<file path="config.mk">
export PLATFORM = sky130hd
export DESIGN_NAME = vga_timing_gen
export DESIGN_NICKNAME = d
export VERILOG_FILES = /design/src/rtl/vga_pkg.sv /design/src/rtl/vga_delay_line.sv /design/src/rtl/vga_timing_gen.sv
export SDC_FILE = /design/constraint.sdc
export NUM_CORES = 1
export LEC_CHECK = 0
export ABC_AREA = 1
export ABC_CLOCK_PERIOD_IN_PS = 2400
export CELL_PAD_IN_SITES_DETAIL_PLACEMENT = 2
export CELL_PAD_IN_SITES_GLOBAL_PLACEMENT = 2
export CORE_ASPECT_RATIO = 2
export CORE_MARGIN = 4
export CORE_UTILIZATION = 38
export CTS_CLUSTER_DIAMETER = 80
export DETAILED_ROUTE_END_ITERATION = 8
export DONT_BUFFER_PORTS = 1
export HOLD_SLACK_MARGIN = 0.08
export PLACE_DENSITY_LB_ADDON = 0.1
export SETUP_SLACK_MARGIN = 0.2
export SYNTH_ARGS = -nofsm -noshare
export SYNTH_HDL_FRONTEND = slang
export SYNTH_SLANG_ARGS = --single-unit
</file>
<file path="constraint.sdc">
create_clock -name VGA_CLK_IN -period 2.4 [get_ports VGA_CLK_IN]
set_clock_uncertainty 0.1 [all_clocks]
set_input_delay 0.48 -clock VGA_CLK_IN [delete_from_list [all_inputs] [get_ports VGA_CLK_IN]]
set_output_delay 0.48 -clock VGA_CLK_IN [all_outputs]
set_load 0.03 [all_outputs]
</file>
<file path="src/rtl/vga_pkg.sv">
// vga_pkg: default 640x480@60 timing constants and the timing-strobe bundle shared by the VGA blocks
package vga_pkg;
  localparam int DEF_H_ACTIVE = 640;
  localparam int DEF_H_FP = 16;
  localparam int DEF_H_SYNC = 96;
  localparam int DEF_H_BP = 48;
  localparam int DEF_V_ACTIVE = 480;
  localparam int DEF_V_FP = 10;
  localparam int DEF_V_SYNC = 2;
  localparam int DEF_V_BP = 33;
  typedef struct packed {
    logic active;
    logic hsync;
    logic vsync;
    logic line_start;
    logic frame_start;
  } timing_t;
  localparam timing_t TIMING_IDLE = '{active: 1'b0, hsync: 1'b1, vsync: 1'b1, line_start: 1'b0, frame_start: 1'b0};
  function automatic timing_t timing_idle(input logic hs_pol, input logic vs_pol);
    return '{active: 1'b0, hsync: ~hs_pol, vsync: ~vs_pol, line_start: 1'b0, frame_start: 1'b0};
  endfunction
endpackage

</file>
<file path="src/rtl/vga_delay_line.sv">
// vga_delay_line: DEPTH-stage shift register with async reset to RESET_VAL; DEPTH=0 is a wire
module vga_delay_line #(
  parameter int DEPTH = 2,
  parameter int WIDTH = 1,
  parameter logic [WIDTH-1:0] RESET_VAL = '0
) (
  input  logic             VGA_CLK_IN,
  input  logic             reset,
  input  logic [WIDTH-1:0] d,
  output logic [WIDTH-1:0] q
);
  if (DEPTH == 0) begin : g_pass
    logic unused_clk_rst;
    assign unused_clk_rst = VGA_CLK_IN ^ reset;
    assign q = d;
  end else begin : g_pipe
    logic [WIDTH-1:0] sr [DEPTH];
    // shift one stage per clock; reset flushes every stage to the idle value
    always_ff @(posedge VGA_CLK_IN or posedge reset)
      if (reset) begin
        for (int i = 0; i < DEPTH; i++) sr[i] <= RESET_VAL;
      end else begin
        sr[0] <= d;
        for (int i = 1; i < DEPTH; i++) sr[i] <= sr[i-1];
      end
    assign q = sr[DEPTH-1];
  end
endmodule

</file>
<file path="src/rtl/vga_timing_gen.sv">
// vga_timing_gen: parametrised VGA raster generator with early coordinates and delayed sync/blank/strobes
module vga_timing_gen
  import vga_pkg::*;
#(
  parameter int H_ACTIVE = DEF_H_ACTIVE,
  parameter int H_FP = DEF_H_FP,
  parameter int H_SYNC = DEF_H_SYNC,
  parameter int H_BP = DEF_H_BP,
  parameter int V_ACTIVE = DEF_V_ACTIVE,
  parameter int V_FP = DEF_V_FP,
  parameter int V_SYNC = DEF_V_SYNC,
  parameter int V_BP = DEF_V_BP,
  parameter bit HS_POL = 1'b0,
  parameter bit VS_POL = 1'b0,
  parameter int PIPE_DLY = 2,
  parameter int XW = 10,
  parameter int YW = 10
) (
  input  logic          VGA_CLK_IN,
  input  logic          reset,
  input  logic          en,
  output logic [XW-1:0] pixel_x,
  output logic [YW-1:0] pixel_y,
  output logic          video_on,
  output logic          hsync,
  output logic          vsync,
  output logic          line_start,
  output logic          frame_start,
  output logic [15:0]   frame_count,
  output logic          VGA_CLK_OUT
);
  localparam int H_TOTAL = H_ACTIVE + H_FP + H_SYNC + H_BP;
  localparam int V_TOTAL = V_ACTIVE + V_FP + V_SYNC + V_BP;
  localparam logic [XW-1:0] H_LAST = XW'(H_TOTAL - 1);
  localparam logic [XW-1:0] H_ACT = XW'(H_ACTIVE);
  localparam logic [XW-1:0] HS_BEG = XW'(H_ACTIVE + H_FP);
  localparam logic [XW-1:0] HS_END = XW'(H_ACTIVE + H_FP + H_SYNC);
  localparam logic [YW-1:0] V_LAST = YW'(V_TOTAL - 1);
  localparam logic [YW-1:0] V_ACT = YW'(V_ACTIVE);
  localparam logic [YW-1:0] VS_BEG = YW'(V_ACTIVE + V_FP);
  localparam logic [YW-1:0] VS_END = YW'(V_ACTIVE + V_FP + V_SYNC);
  localparam timing_t IDLE = timing_idle(HS_POL, VS_POL);
  logic [XW-1:0] h;
  logic [YW-1:0] v;
  logic h_last, v_last;
  timing_t raw, dly;
  assign h_last = h == H_LAST;
  assign v_last = v == V_LAST;
  // advance the raster; while disabled it parks at the frame origin and the frame tally holds
  always_ff @(posedge VGA_CLK_IN or posedge reset)
    if (reset) begin
      h <= '0;
      v <= '0;
      frame_count <= '0;
    end else if (!en) begin
      h <= '0;
      v <= '0;
    end else begin
      h <= h_last ? '0 : h + 1'b1;
      if (h_last) v <= v_last ? '0 : v + 1'b1;
      if (h_last && v_last) frame_count <= frame_count + 1'b1;
    end
  // decode the raster position; idle values whenever the raster is held so nothing leaks downstream
  always_comb
    raw = (en && !reset) ? timing_t'{
      active: h < H_ACT && v < V_ACT,
      hsync: (h >= HS_BEG && h < HS_END) ? HS_POL : ~HS_POL,
      vsync: (v >= VS_BEG && v < VS_END) ? VS_POL : ~VS_POL,
      line_start: h == '0,
      frame_start: h == '0 && v == '0
    } : IDLE;
  vga_delay_line #(.DEPTH(PIPE_DLY), .WIDTH($bits(timing_t)), .RESET_VAL(IDLE)) u_dly (
    .VGA_CLK_IN(VGA_CLK_IN),
    .reset(reset),
    .d(raw),
    .q(dly)
  );
  assign pixel_x = h;
  assign pixel_y = v;
  assign video_on = dly.active;
  assign hsync = dly.hsync;
  assign vsync = dly.vsync;
  assign line_start = dly.line_start;
  assign frame_start = dly.frame_start;
  assign VGA_CLK_OUT = VGA_CLK_IN;
endmodule
</file>
==> metrics.md <==
| Metric | Value |
|---|---|
| Row count | `42` |
| Cells after Synth | `around 340` |
| DPL Wire Length | `~6.5 mm` |
| Worst-path clk slew | `around 70 ps` |
| Detailed-route wire length | `approximately 8.6 mm` |
| Worst hold path endpoint | `pixel_x[1]` |
| CP Capture Type | `flop` |
| CP max stage delay | `520 ps` |
| Asr flop ratio synth | `100.0%` |
| Die width | `66.07 microns` |
| Final setup fails | `0` |
| Total clock buffers created by CTS | `5` |
| Yosys reg bits | `between 40 and 50` |
| Worst-Margin Slew | `between 500 and 600 ps` |
| Slew HR | `between 60% and 70%` |
| Gr ovfl total | `0` |
| Vias | `2385` |
| Worst-path cell chain | `inv_1 -> ha_1 -> nand3_1 -> nor2_2 -> nand2_1 -> nor2_4 -> nand2_1 -> nand2_1 -> nand2_1` |
| Worst Path Buf+Inv | `1` |
| Peak VDD IR | `387.9 uV` |
| Die ar. | `slightly above 0.008 sq mm` |
| Cell family with most CP delay | `simple AND/OR/NAND/NOR gates` |
| Syn nets | `350` |
| CP required | `approximately 2500 ps` |
| Largest net degree at the start of global routing | `27` |
| Clk_lat worst skew | `~300 ps` |
| Fmax | `just under 500 MHz` |
| CTS root buf | `clkbuf_16` |
| Worst Hold Class | `in -> reg` |
| Most frequent CP cell | `nand2_1` |
| Global-route wire length before repair | `~14 mm` |
| Post-synth EDFFs | `0` |
| Top cells by area in the synthesized netlist | `dfrtp_1 (41%), nand2_1 (17%), inv_1 (5.9%), nor2_1 (5.1%), dfstp_2 (4.1%)` |
| Post-synth top area share | `approximately 41%` |
| RD Place Congestion | `0.7341` |
| Routed vias/inst | `5.324` |
| CTS Sinks | `46` |
| Final period util | `around 86%` |
| CTS H-Tree Depth | `2` |
| Vias in the first global route | `about 2700` |
| Starting Density | `39.01%` |
| Area growth syn-to-layout | `14.45%` |
| Hold WS | `approximately 190 ps` |
| Commonest cells in the netlist | `nand2_1 (117), dfrtp_1 (42), inv_1 (40)` |
| Syn avg cell area | `between 7 and 8 sq um` |
| Max Buffers Root-to-Sink | `2` |
| Distinct cells, synth | `27` |
| Share of layout cells above drive strength 1 | `11.94%` |
| Die Height | `approximately 120 microns` |
| Hold Vio Cnt, Final | `0` |
| RSZ-0062 raised after global routing | `false` |
| Drt wl/cell | `19.12 microns` |
| Top_reg_cell synth | `dfrtp_1` |
| Core footprint | `around 0.0066 sq mm` |
| Detailed Route Iter0 Violations | `64` |
| DR pass1 iterations | `3` |
| # port buffers | `0` |
| Leak | `between 1 and 1.5 nW` |
| Power density over the cells | `roughly 600 mW/mm^2` |
| WP data arrival | `around 2100 ps` |
| R2R Path Start | `pixel_y[0]` |
| DRT antenna net count | `0` |
| Max_cap viols | `0` |
| Setup TNS | `0 ps` |
| DRC Markers | `0` |
| Part of the Yosys area used for sequential elements | `a little under half` |
| Crit Path Max Fanout | `10` |
| Filler cells | `~780` |
| Ports | `45` |
| Status | `finished, final reports clean` |
| R2r endpoint | `frame_count[11]` |
| Post-CTS Setup Inserts | `0` |
| Slowest cell on crit path | `dfrtp_1` |
| Final layout net count | `367` |
| Count leader, synth | `nand2_1` |
| Yosys warns | `0` |
| Initial antenna violation count | `0` |
| FF-to-FF path depth | `9` |
| Startpoint Class | `flop` |
| Hold Path Depth | `2` |
| Mapped cell area | `roughly 0.0026 sq mm` |
| Synth area leader | `dfrtp_1` |
| Hold path startpoint | `en` |
| Antenna diodes | `0` |
| Flop2flop setup slack | `roughly 350 ps` |
| Total GRT Usage | `between 20% and 30%` |
| Crit path kind | `reg -> reg` |
| Tot Pwr | `about 1.7 mW` |
| Period minus WS final | `just over 2000 ps` |
| TritonCTS clock tree | `yes` |
| Final-report max-slew violation count | `0` |
per-layer routing:
| layer | up-vias | GRT usage, % | wire length (microns) | part of all wire (%) |
|---|---|---|---|---|
| met5 | - | 0 | 0 | 0 |
| met4 | 0 | 12.47 | 307 | 3.6 |
| met3 | 17 | 4.874 | 301 | 3.5 |
| met2 | 45 | 45.69 | 5118 | 60 |
| met1 | 1211 | 21.85 | 2837 | 33 |
| li1 | 1112 | - | - | - |
layout make-up:
| class | count | area (sq um) | share of cell area, % |
|---|---|---|---|
| Tap cell | 88 | 110.1 | 3.754 |
| Sequential cell | 46 | 1156 | 39.42 |
| Inverter | 42 | 157.7 | 5.375 |
| Timing Repair Buffer | 17 | 142.6 | 4.863 |
| Multi-Input combinational cell | 247 | 1197 | 40.83 |
| Clock inverter | 3 | 43.79 | 1.493 |
| Clock buffer | 5 | 125.1 | 4.266 |
cells by family after synthesis:
kind of cell | synth area share (%)
AOI/OAI and AO/OA | 4.688
xor gates and xnor gates | 2.051
DFF | 45.12
adders and majority gates | 2.441
buffers and inverters | 8.251
and+or+nand+nor | 37.45
worst reg2reg max path, stage by stage (launching register included):
cell and delay (ps):
dfrtp_1 520, inv_1 170, ha_1 190, nand3_1 140
nor2_2 150, nand2_1 160, nor2_4 290, nand2_1 110
nand2_1 70, nand2_1 60
sequential cells by signal, indices dropped and copies added, names as in the netlist:
signal / count
frame_count: 16
pixel_x: 10
pixel_y: 10
u_dly.g_pipe.sr: 5
u_dly.q: 5
report_power, final:
| part | internal (mW) | leakage, nW | switching, mW |
|---|---|---|---|
| Combinational | 0.0329 | 0.697 | 0.0817 |
| Clock | 0.494 | 0.0842 | 0.321 |
| Sequential | 0.791 | 0.621 | 0.0294 |
what timing repair did:
item	in CTS	in global routing
endpoints found under the setup margin	0	11
resized for setup	0	1
hold buffers	1	0
endpoints found under the hold margin	18	0
metrics by stage:
stage	setup WS (ps)	instances	area, sq um	util, %
finish	345.6	448	2933	44.65
CTS	326.5	448	2930	44.61
detailed placement	341.9	439	2751	41.89
global placement	479.3	439	2751	41.89
global route	206.3	448	2933	44.65
floorplan	475.0	342	2562	-
placed cells by master (no fill, tap or decap), types with 4 or more instances in the layout:
master	count
a21oi_1	8
buf_4	15
clkbuf_16	5
dfrtp_1	42
dfstp_2	4
ha_1	5
inv_1	39
nand2_1	116
nand3_1	18
nand3b_1	4
nand4_1	14
nor2_1	35
nor3_1	11
o21ai_0	16
xnor2_1	4
worst max-delay path by stage:
stage	from	end	slack (ps)	cells past startpoint
final	pixel_y[0]	frame_count[11]	350	9
after global routing	pixel_y[1]	frame_count[4]	210	9
after global placement	pixel_y[0]	frame_count[8]	480	9
after floorplan	VGA_CLK_IN	VGA_CLK_OUT	470	1
after CTS	pixel_y[0]	frame_count[14]	330	9
after detailed placement	pixel_y[0]	frame_count[5]	340	9
(Power assumes the default switching activity.)
